## config.mk

```make
export PLATFORM = sky130hd
export DESIGN_NAME = alloc_steer
export DESIGN_NICKNAME = d
export VERILOG_FILES = /design/src/rtl/alloc_steer_pkg.sv /design/src/rtl/alloc_credit_ctr.sv /design/src/rtl/alloc_steer.sv
export SDC_FILE = /design/constraint.sdc
export NUM_CORES = 1
export LEC_CHECK = 0
export BUFFER_PORTS_ARGS = -buffer_cell sky130_fd_sc_hd__buf_2
export CAP_MARGIN = 20
export CELL_PAD_IN_SITES_DETAIL_PLACEMENT = 1
export CELL_PAD_IN_SITES_GLOBAL_PLACEMENT = 1
export CORE_MARGIN = 3
export CORE_UTILIZATION = 33
export CTS_CLUSTER_DIAMETER = 60
export CTS_CLUSTER_SIZE = 8
export DETAILED_ROUTE_END_ITERATION = 12
export PLACE_DENSITY_LB_ADDON = 0.05
export SETUP_SLACK_MARGIN = 0.3
export SYNTH_ARGS = -nofsm -noshare
export SYNTH_HDL_FRONTEND = slang
export SYNTH_SLANG_ARGS = --single-unit
export TNS_END_PERCENT = 10
```

## constraint.sdc

```tcl
create_clock -name clk -period 3.2 [get_ports clk]
set_input_delay 0.48 -clock clk [delete_from_list [all_inputs] [get_ports clk]]
set_output_delay 0.48 -clock clk [all_outputs]
set_load 0.02 [all_outputs]
```

## src/rtl/alloc_steer_pkg.sv

```systemverilog
// Shared types for the allocation/dispatch stage: uop, rename and dispatch packets,
// plus dispatch-port numbering.
package alloc_steer_pkg;

  localparam int NUM_DISP_PORTS = 2;
  localparam int DISP_PORT_EINT = 0;
  localparam int DISP_PORT_MEM  = 1;

  localparam int NUM_SOURCES = 2;
  localparam int SRC1        = 0;
  localparam int SRC2        = 1;

  typedef logic [$clog2(NUM_DISP_PORTS)-1:0] t_disp_port;
  typedef logic [4:0] t_rv_reg_addr;
  typedef logic [4:0] t_rob_id;
  typedef logic [5:0] t_preg;

  typedef struct packed {
    logic         vld;
    t_rv_reg_addr opreg;
  } t_src_op;

  typedef struct packed {
    logic         valid;
    logic [7:0]   opcode;
    t_src_op      src1;
    t_src_op      src2;
    t_rv_reg_addr dst;
    logic [7:0]   imm;
  } t_uinstr;

  typedef struct packed {
    t_preg psrc1;
    t_preg psrc2;
    t_preg pdst;
  } t_rename_pkt;

  typedef struct packed {
    t_uinstr     uinstr;
    t_rob_id     robid;
    t_rename_pkt rename;
  } t_uinstr_disp;

endpackage

```

## src/rtl/alloc_credit_ctr.sv

```systemverilog
// Per-port RS credit counter: starts full, decrements on dispatch, increments on
// return, and saturates (flagging overflow_err) on a return while already full.
module alloc_credit_ctr #(
  parameter int DEPTH = 8
) (
  input  logic                         clk,
  input  logic                         reset,
  input  logic                         dec,
  input  logic                         inc,
  output logic [$clog2(DEPTH+1)-1:0]   cnt,
  output logic                         nonzero,
  output logic                         overflow_err
);

  localparam int CW = $clog2(DEPTH+1);

  assign nonzero      = (cnt != '0);
  assign overflow_err = inc & ~dec & (cnt == CW'(DEPTH));

  always_ff @(posedge clk) begin
    if (reset) begin
      cnt <= CW'(DEPTH);
    end else if (inc & ~dec & ~overflow_err) begin
      cnt <= cnt + CW'(1);
    end else if (dec & ~inc) begin
      cnt <= cnt - CW'(1);
    end
  end

endmodule

```

## src/rtl/alloc_steer.sv

```systemverilog
// Allocation/dispatch stage: accepts one uop per cycle at RA0, claims a ROB id,
// holds it in RA1 and steers it to one of NUM_PORTS credit-controlled RS ports.
module alloc_steer
  import alloc_steer_pkg::*;
#(
  parameter int NUM_PORTS = 2,
  parameter int RS_DEPTH  = 8
) (
  input  logic                  clk,
  input  logic                  reset,
  input  t_uinstr               uinstr_ra0,
  input  t_rename_pkt           rename_ra0,
  input  t_disp_port            disp_port_ra0,
  input  t_rob_id               next_robid_ra0,
  input  logic                  rob_full_ra0,
  input  logic                  flush,
  output t_rv_reg_addr          src_addr_ra0 [NUM_SOURCES],
  output logic                  stall_ra0,
  output logic                  rob_alloc_ra0,
  input  logic [NUM_PORTS-1:0]  rs_credit_ret,
  output logic [NUM_PORTS-1:0]  disp_valid_rs0,
  output t_uinstr_disp          disp_rs0 [NUM_PORTS]
);

  localparam int CW = $clog2(RS_DEPTH+1);

  logic                 ra1_vld;
  t_uinstr_disp         ra1_pkt;
  t_disp_port           ra1_port;
  logic [CW-1:0]        credit [NUM_PORTS];
  logic [NUM_PORTS-1:0] credit_nz;
  logic [NUM_PORTS-1:0] ovf_err;
  logic                 ra0_port_ok;
  logic                 ra1_port_ok;
  logic                 can_disp;
  logic                 accept;

  // Port range checks only exist when the port field can encode unused indices.
  if ((2 ** $bits(t_disp_port)) > NUM_PORTS) begin : g_port_chk
    assign ra0_port_ok = int'(disp_port_ra0) < NUM_PORTS;
    assign ra1_port_ok = int'(ra1_port) < NUM_PORTS;
  end else begin : g_port_all_ok
    assign ra0_port_ok = 1'b1;
    assign ra1_port_ok = 1'b1;
  end

  // Stall is a function of registered state and rob_full only, so it never
  // closes a combinational loop back into rename.
  assign can_disp      = ra1_vld & ra1_port_ok & credit_nz[ra1_port];
  assign stall_ra0     = (ra1_vld & ~can_disp) | rob_full_ra0;
  assign accept        = uinstr_ra0.valid & ~stall_ra0 & ~flush;
  assign rob_alloc_ra0 = accept;

  assign src_addr_ra0[SRC1] = uinstr_ra0.src1.opreg;
  assign src_addr_ra0[SRC2] = uinstr_ra0.src2.opreg;

  for (genvar p = 0; p < NUM_PORTS; p++) begin : g_port
    assign disp_valid_rs0[p] = can_disp & (ra1_port == t_disp_port'(p)) & ~flush;
    assign disp_rs0[p]       = ra1_pkt;

    alloc_credit_ctr #(.DEPTH(RS_DEPTH)) u_ctr (
      .clk          (clk),
      .reset        (reset),
      .dec          (disp_valid_rs0[p]),
      .inc          (rs_credit_ret[p]),
      .cnt          (credit[p]),
      .nonzero      (credit_nz[p]),
      .overflow_err (ovf_err[p])
    );
  end

  always_ff @(posedge clk) begin
    if (reset) begin
      ra1_vld  <= 1'b0;
      ra1_pkt  <= '0;
      ra1_port <= '0;
    end else begin
      if (flush) begin
        ra1_vld <= 1'b0;
      end else if (accept) begin
        ra1_vld <= 1'b1;
      end else if (can_disp) begin
        ra1_vld <= 1'b0;
      end
      if (accept) begin
        ra1_pkt  <= '{uinstr: uinstr_ra0, robid: next_robid_ra0, rename: rename_ra0};
        ra1_port <= disp_port_ra0;
      end
    end
  end

  always_ff @(posedge clk) begin
    if (!reset) begin
      assert (ovf_err == '0);
      assert (!(accept && !ra0_port_ok));
      assert ($onehot0(disp_valid_rs0));
    end
  end

endmodule
```

==> Word-level counts from Yosys, hierarchy flattened <==
Cells that the tools add are included.
{ "totals": {"reg_bits": 67, "input_bits": 64, "out_inout_bits": 128, "word_cells": 64} }
{ "op_classes": {"add_sub_neg": 4, "magnitude_cmp": 1, "n_eq_ne": 2, "muxes": 8, "bitwise": 27, "reduce_logical": 6} }
{ "ops": {"columns": ["cell", "count"], "rows": [
  ["$and 1x1->1", 16],
  ["$mux 4", 4],
  ["$not 1->1", 10],
  ["$add 4x1->4 const B", 2],
  ["$eq 4x4->1 const B", 2],
  ["$reduce_bool 4->1", 2],
  ["$sub 4x1->4 const B", 2],
  ["$reduce_bool 2->1", 3],
  ["$mux 1", 4],
  ["$lt 1x2->1 const B", 1],
  ["$reduce_or 2->1", 1],
  ["$or 1x1->1", 1]
]} }

==> Depth between registers and ports, before layout <==
{ "depth": {"ltp_word": 12, "depth_mapped": 7, "mapped_depth_nobuf": 7} }

==> Modules after synthesis <==
A second synthesis with hierarchy kept.
{ "hier_totals": {"hier_cells": 386, "area_unflattened_um2": 3732.3} }
{ "modules_own_cells": {"columns": ["module", "instances", "cells_per_inst", "area_each_um2", "seq_area_each_um2"], "rows": [
  ["alloc_steer", 1, 326, 3154.3, 1181.1],
  ["alloc_credit_ctr", 2, 30, 289.0, 80.1]
]} }

==> Least setup slack after synthesis <==
Ideal clock, no wire load.
{ "synth_path": {"kind": "in2reg", "start": "input flush", "end": "register g_port[0].u_ctr.cnt[3]", "setup_time_ns": 0.124, "arrival_ns": 2.514, "t_required_ns": 3.076, "slack_ns": 0.561, "cell_stages": 7, "path_buffers": 0, "cell_sequence": "or3b_1 o211ai_1 ha_1 a21o_1 a21oi_1 a21boi_0 a2111o_1"} }
{ "synth_via": {"elab_chain_cells": 8, "word_cells_on_any_way": 10, "cone_classes": "mux (1); bitwise (8); reduce/logical (1)"} }
{ "synth_lines": {"columns": ["element", "line_no", "rtl"], "rows": [
  ["from (decl)", "alloc_steer.sv:16", "input logic flush,"],
  ["$not 1->1 (*)", "alloc_steer.sv:58", "assign disp_valid_rs0[p] = can_disp & (ra1_port == t_disp_port'(p)) & ~flush;"],
  ["$and 1x1->1 (*)", "alloc_steer.sv:58", null],
  ["$not 1->1", "alloc_credit_ctr.sv:18, alloc_credit_ctr.sv:23", null],
  ["$and 1x1->1", "alloc_credit_ctr.sv:18, alloc_credit_ctr.sv:23", null],
  ["$and 1x1->1", "alloc_credit_ctr.sv:18", "assign overflow_err = inc & ~dec & (cnt == CW'(DEPTH));"],
  ["$not 1->1", "alloc_credit_ctr.sv:23", "end else if (inc & ~dec & ~overflow_err) begin"],
  ["$and 1x1->1", "alloc_credit_ctr.sv:23", null],
  ["$mux 4 or $reduce_bool 2->1 (tied branches)", null, null],
  ["to (signal assigned)", "alloc_credit_ctr.sv:22", "cnt <= CW'(DEPTH);"],
  ["to (signal assigned)", "alloc_credit_ctr.sv:24", "cnt <= cnt + CW'(1);"],
  ["to (signal assigned)", "alloc_credit_ctr.sv:26", "cnt <= cnt - CW'(1);"],
  ["to (decl)", "alloc_credit_ctr.sv:10", "output logic [$clog2(DEPTH+1)-1:0] cnt,"]
]} }
Mark *: on every way between the ends. The rest lies on a longest branch, timed or not.
A chain may end at the register's enable or synchronous reset.

==> Worst setup path after layout <==
{ "layout_path": {"start": "register g_port[0].u_ctr.cnt[0]", "end": "output rob_alloc_ra0"} }
{ "layout_via": {"elab_chain_cells": 10} }
{ "layout_lines": {"columns": ["element", "line_no", "rtl"], "rows": [
  ["$reduce_bool 4->1", "alloc_credit_ctr.sv:17", "assign nonzero = (cnt != '0);"],
  ["$mux 1 (implied by the code) (2 in a row)", "alloc_steer.sv:49", "assign can_disp = ra1_vld & ra1_port_ok & credit_nz[ra1_port];"],
  ["$and 1x1->1", "alloc_steer.sv:49", null],
  ["$not 1->1", "alloc_steer.sv:50", "assign stall_ra0 = (ra1_vld & ~can_disp) | rob_full_ra0;"],
  ["$and 1x1->1", "alloc_steer.sv:50", null],
  ["$or 1x1->1", "alloc_steer.sv:50", null],
  ["$not 1->1", "alloc_steer.sv:51", "assign accept = uinstr_ra0.valid & ~stall_ra0 & ~flush;"],
  ["$and 1x1->1 (2 in a row)", "alloc_steer.sv:51", null],
  ["to (decl)", "alloc_steer.sv:19", "output logic rob_alloc_ra0,"]
]} }
Every way passes these cells. The select of a mux whose other input is x is not followed.

==> impl_metrics.json <==
{
  "synth_top_area_share_pct": 35.2,
  "firstDrtPassIters": 4,
  "cts_repair_resize_count": 0,
  "grt_use_total_pct": 14.1,
  "relSlewSlack_pct": 45.7,
  "grt_pass1_vias": 2980,
  "core-area_um2": 11000,
  "ff2ff_setup_slack_ps": 680,
  "status": "finished, final reports clean",
  "cp_max_fo": 15,
  "final-setup-viol-count": 0,
  "syn_area_um2": 3810,
  "tns_ps": 0,
  "cts_root_buffer": "clkbuf_16",
  "r2r-end": "g_port[1].u_ctr.cnt[3]",
  "synth-warning-count": 0,
  "cts_buffers": 9,
  "grt-ovfl-total": 0,
  "reg2reg_depth": 8,
  "num_io_pins": 192,
  "drv_slew": 0,
  "layout_commonest_cell": "buf_2",
  "p_per_area_nw_per_um2": 580,
  "setup.worst_path.end": "rob_alloc_ra0",
  "cts.clk_slew.worst_paths_ps": 50,
  "cap_violations": 0,
  "total_power_mw": 2.70,
  "hold_viol_final": 0,
  "syn_avg_cell_area_um2": 9.52,
  "drt-total-wl_um": 9210,
  "worstPathArrival_ps": 2160,
  "whs_ps": 415,
  "die_y_um": 113,
  "ys_ff_latch": 67,
  "fin_skew_ps": 1.79,
  "reg2reg_from": "g_port[1].u_ctr.cnt[0]",
  "rsz0062_at_grt": "no",
  "tightest_slew_ps": 814,
  "synth_top_area_cell": "dfxtp_1",
  "die_w_um": 113,
  "cp-end-kind": "output pin",
  "period_minus_slack_ps": 2640,
  "ys_seq_area_share_pct": 35.2,
  "cp-start-kind": "register",
  "period_share_pct": 82.4,
  "hold_buffers": 0,
  "rows": 38,
  "drt.antenna.violating_nets": 0,
  "dieArea_um2": 12900,
  "dp_hpwl_um": 6840,
  "nets": 587,
  "cts_tree": "built",
  "port_buffers": 191,
  "synth_fp_nets": 470,
  "area_delta_synth_final_pct": 22.2,
  "cts.path.max_buffers": 2,
  "yosys-top-cells-area": "dfxtp_1, nand2b_1, mux2i_1",
  "cp.required_ps": 2720,
  "synthCells": 400,
  "drive_gt1_share_pct": 41.7,
  "hp-start": "rename_ra0[12]",
  "fill_cells": 1303,
  "final_cell_mix": "buf_2, nand2b_1, dfxtp_1, mux2i_1, clkbuf_16",
  "synth_cell_types": 36,
  "start_util_pct": 34.5,
  "p_leak_nw": 2.22,
  "drtIter0Drc": 97,
  "drt-wirelength-per-cell_um": 13.9,
  "ctsHtreeMaxLevel": 3,
  "vias": 3022,
  "grt_pass1_wl_um": 14500,
  "antenna-diode-count": 0,
  "drc_errors": 0,
  "grt_max_degree": 62,
  "vdd_drop_max_mv": 0.363,
  "fmaxAchievable_mhz": 379,
  "hold_class": "primary input to register",
  "cts_post_setup_buffers_inserted": 0,
  "startpoint": "g_port[0].u_ctr.cnt[0]",
  "clock-sinks": 67,
  "place.gp.congestion": 0.691,
  "critPathKind": "register to output pin",
  "antenna_found_initial": 0,
  "vias_per_cell": 4.57,
  "worstSkewPairLatency_ps": 320
}
## state kept, by name (all words and copies together) (netlist names)
register	count
disp_rs0	57
ra1_port	1
g_port.u_ctr.cnt	8
ra1_vld	1
## synthesized netlist by cell type, drive strengths merged
cell    number
nor3b        2
a21oi        8
and2         2
a21o         6
nand3b       2
ha           4
dfxtp       67
mux2i       57
xor2         2
inv          4
o211ai       2
a21boi       2
o21ai        4
or3          4
a2111o       2
or4b         2
buf         75
nand4b       2
nand3        2
o32ai        1
nor2         3
nor4         2
nand2        1
nor3         4
or3b         3
nand2b     117
fa           2
a211oi       2
clkbuf      16
## worst min-delay path by stage
stage	endpoint	slack [ps]	cells past startpoint
6_report	disp_rs0[12]	420	3
5_1_grt	disp_rs0[3]	420	3
4_1_cts	disp_rs0[9]	400	3
3_5_place_dp	disp_rs0[18]	480	2
3_3_place_gp	disp_rs0[2]	470	2
2_1_floorplan	g_port[1].u_ctr.cnt[2]	470	2
## routing by layer
metal  vias to the layer above  GRT usage, %  part of all wire [%]
met3                        11          3.50                   7.9
li1                       1476             -                     -
met1                      1420          17.0                    42
met2                       115          24.1                    48
met4                         0          5.77                   1.5
met5                         -             0                     0
## where the power goes
| part | total, mW | internal [mW] | switching [mW] |
|---|---|---|---|
| Sequential | 0.997 | 0.903 | 0.0935 |
| Combinational | 0.715 | 0.348 | 0.367 |
| Clock | 0.985 | 0.640 | 0.344 |
## critical path, cell delays in order, from the launching register on
cell and delay (ps):
dfxtp_1 380, or3_4 430, o32ai_4 250, a21o_2 200, clkinv_2 280, buf_2 280
## stage by stage
| step | worst slack (ps) | instance area [um2] | cells | utilization, % |
|---|---|---|---|---|
| 6_report | 563 | 4650 | 661 | 42.2 |
| 5_1_grt | 401 | 4650 | 661 | 42.2 |
| 4_1_cts | 526 | 4650 | 661 | 42.2 |
| 3_5_place_dp | 536 | 4360 | 646 | 39.5 |
| 3_3_place_gp | 621 | 4360 | 646 | 39.5 |
| 2_1_floorplan | 561 | 3810 | 400 | - |
## final cells by class
class	count	area (um2)	area share, %
multi-input combinational	238	1820	39.2
clock buffer	13	260	5.59
timing repair buffer	197	1000	21.5
clock inverter	2	35.0	0.753
tap	140	175	3.77
sequential	67	1340	28.8
inverter	4	16.3	0.350
## cells by family after synthesis
| kind of cell | count (synthesis) | synth area share (%) |
|---|---|---|
| buf+inv | 95 | 16.9 |
| simple gates | 146 | 24.7 |
| xor+xnor | 2 | 0.460 |
| compound gates | 27 | 5.42 |
| fa+ha+maj | 6 | 2.37 |
| mux | 57 | 15.0 |
| flops | 67 | 35.2 |
(Power assumes the default switching activity.)
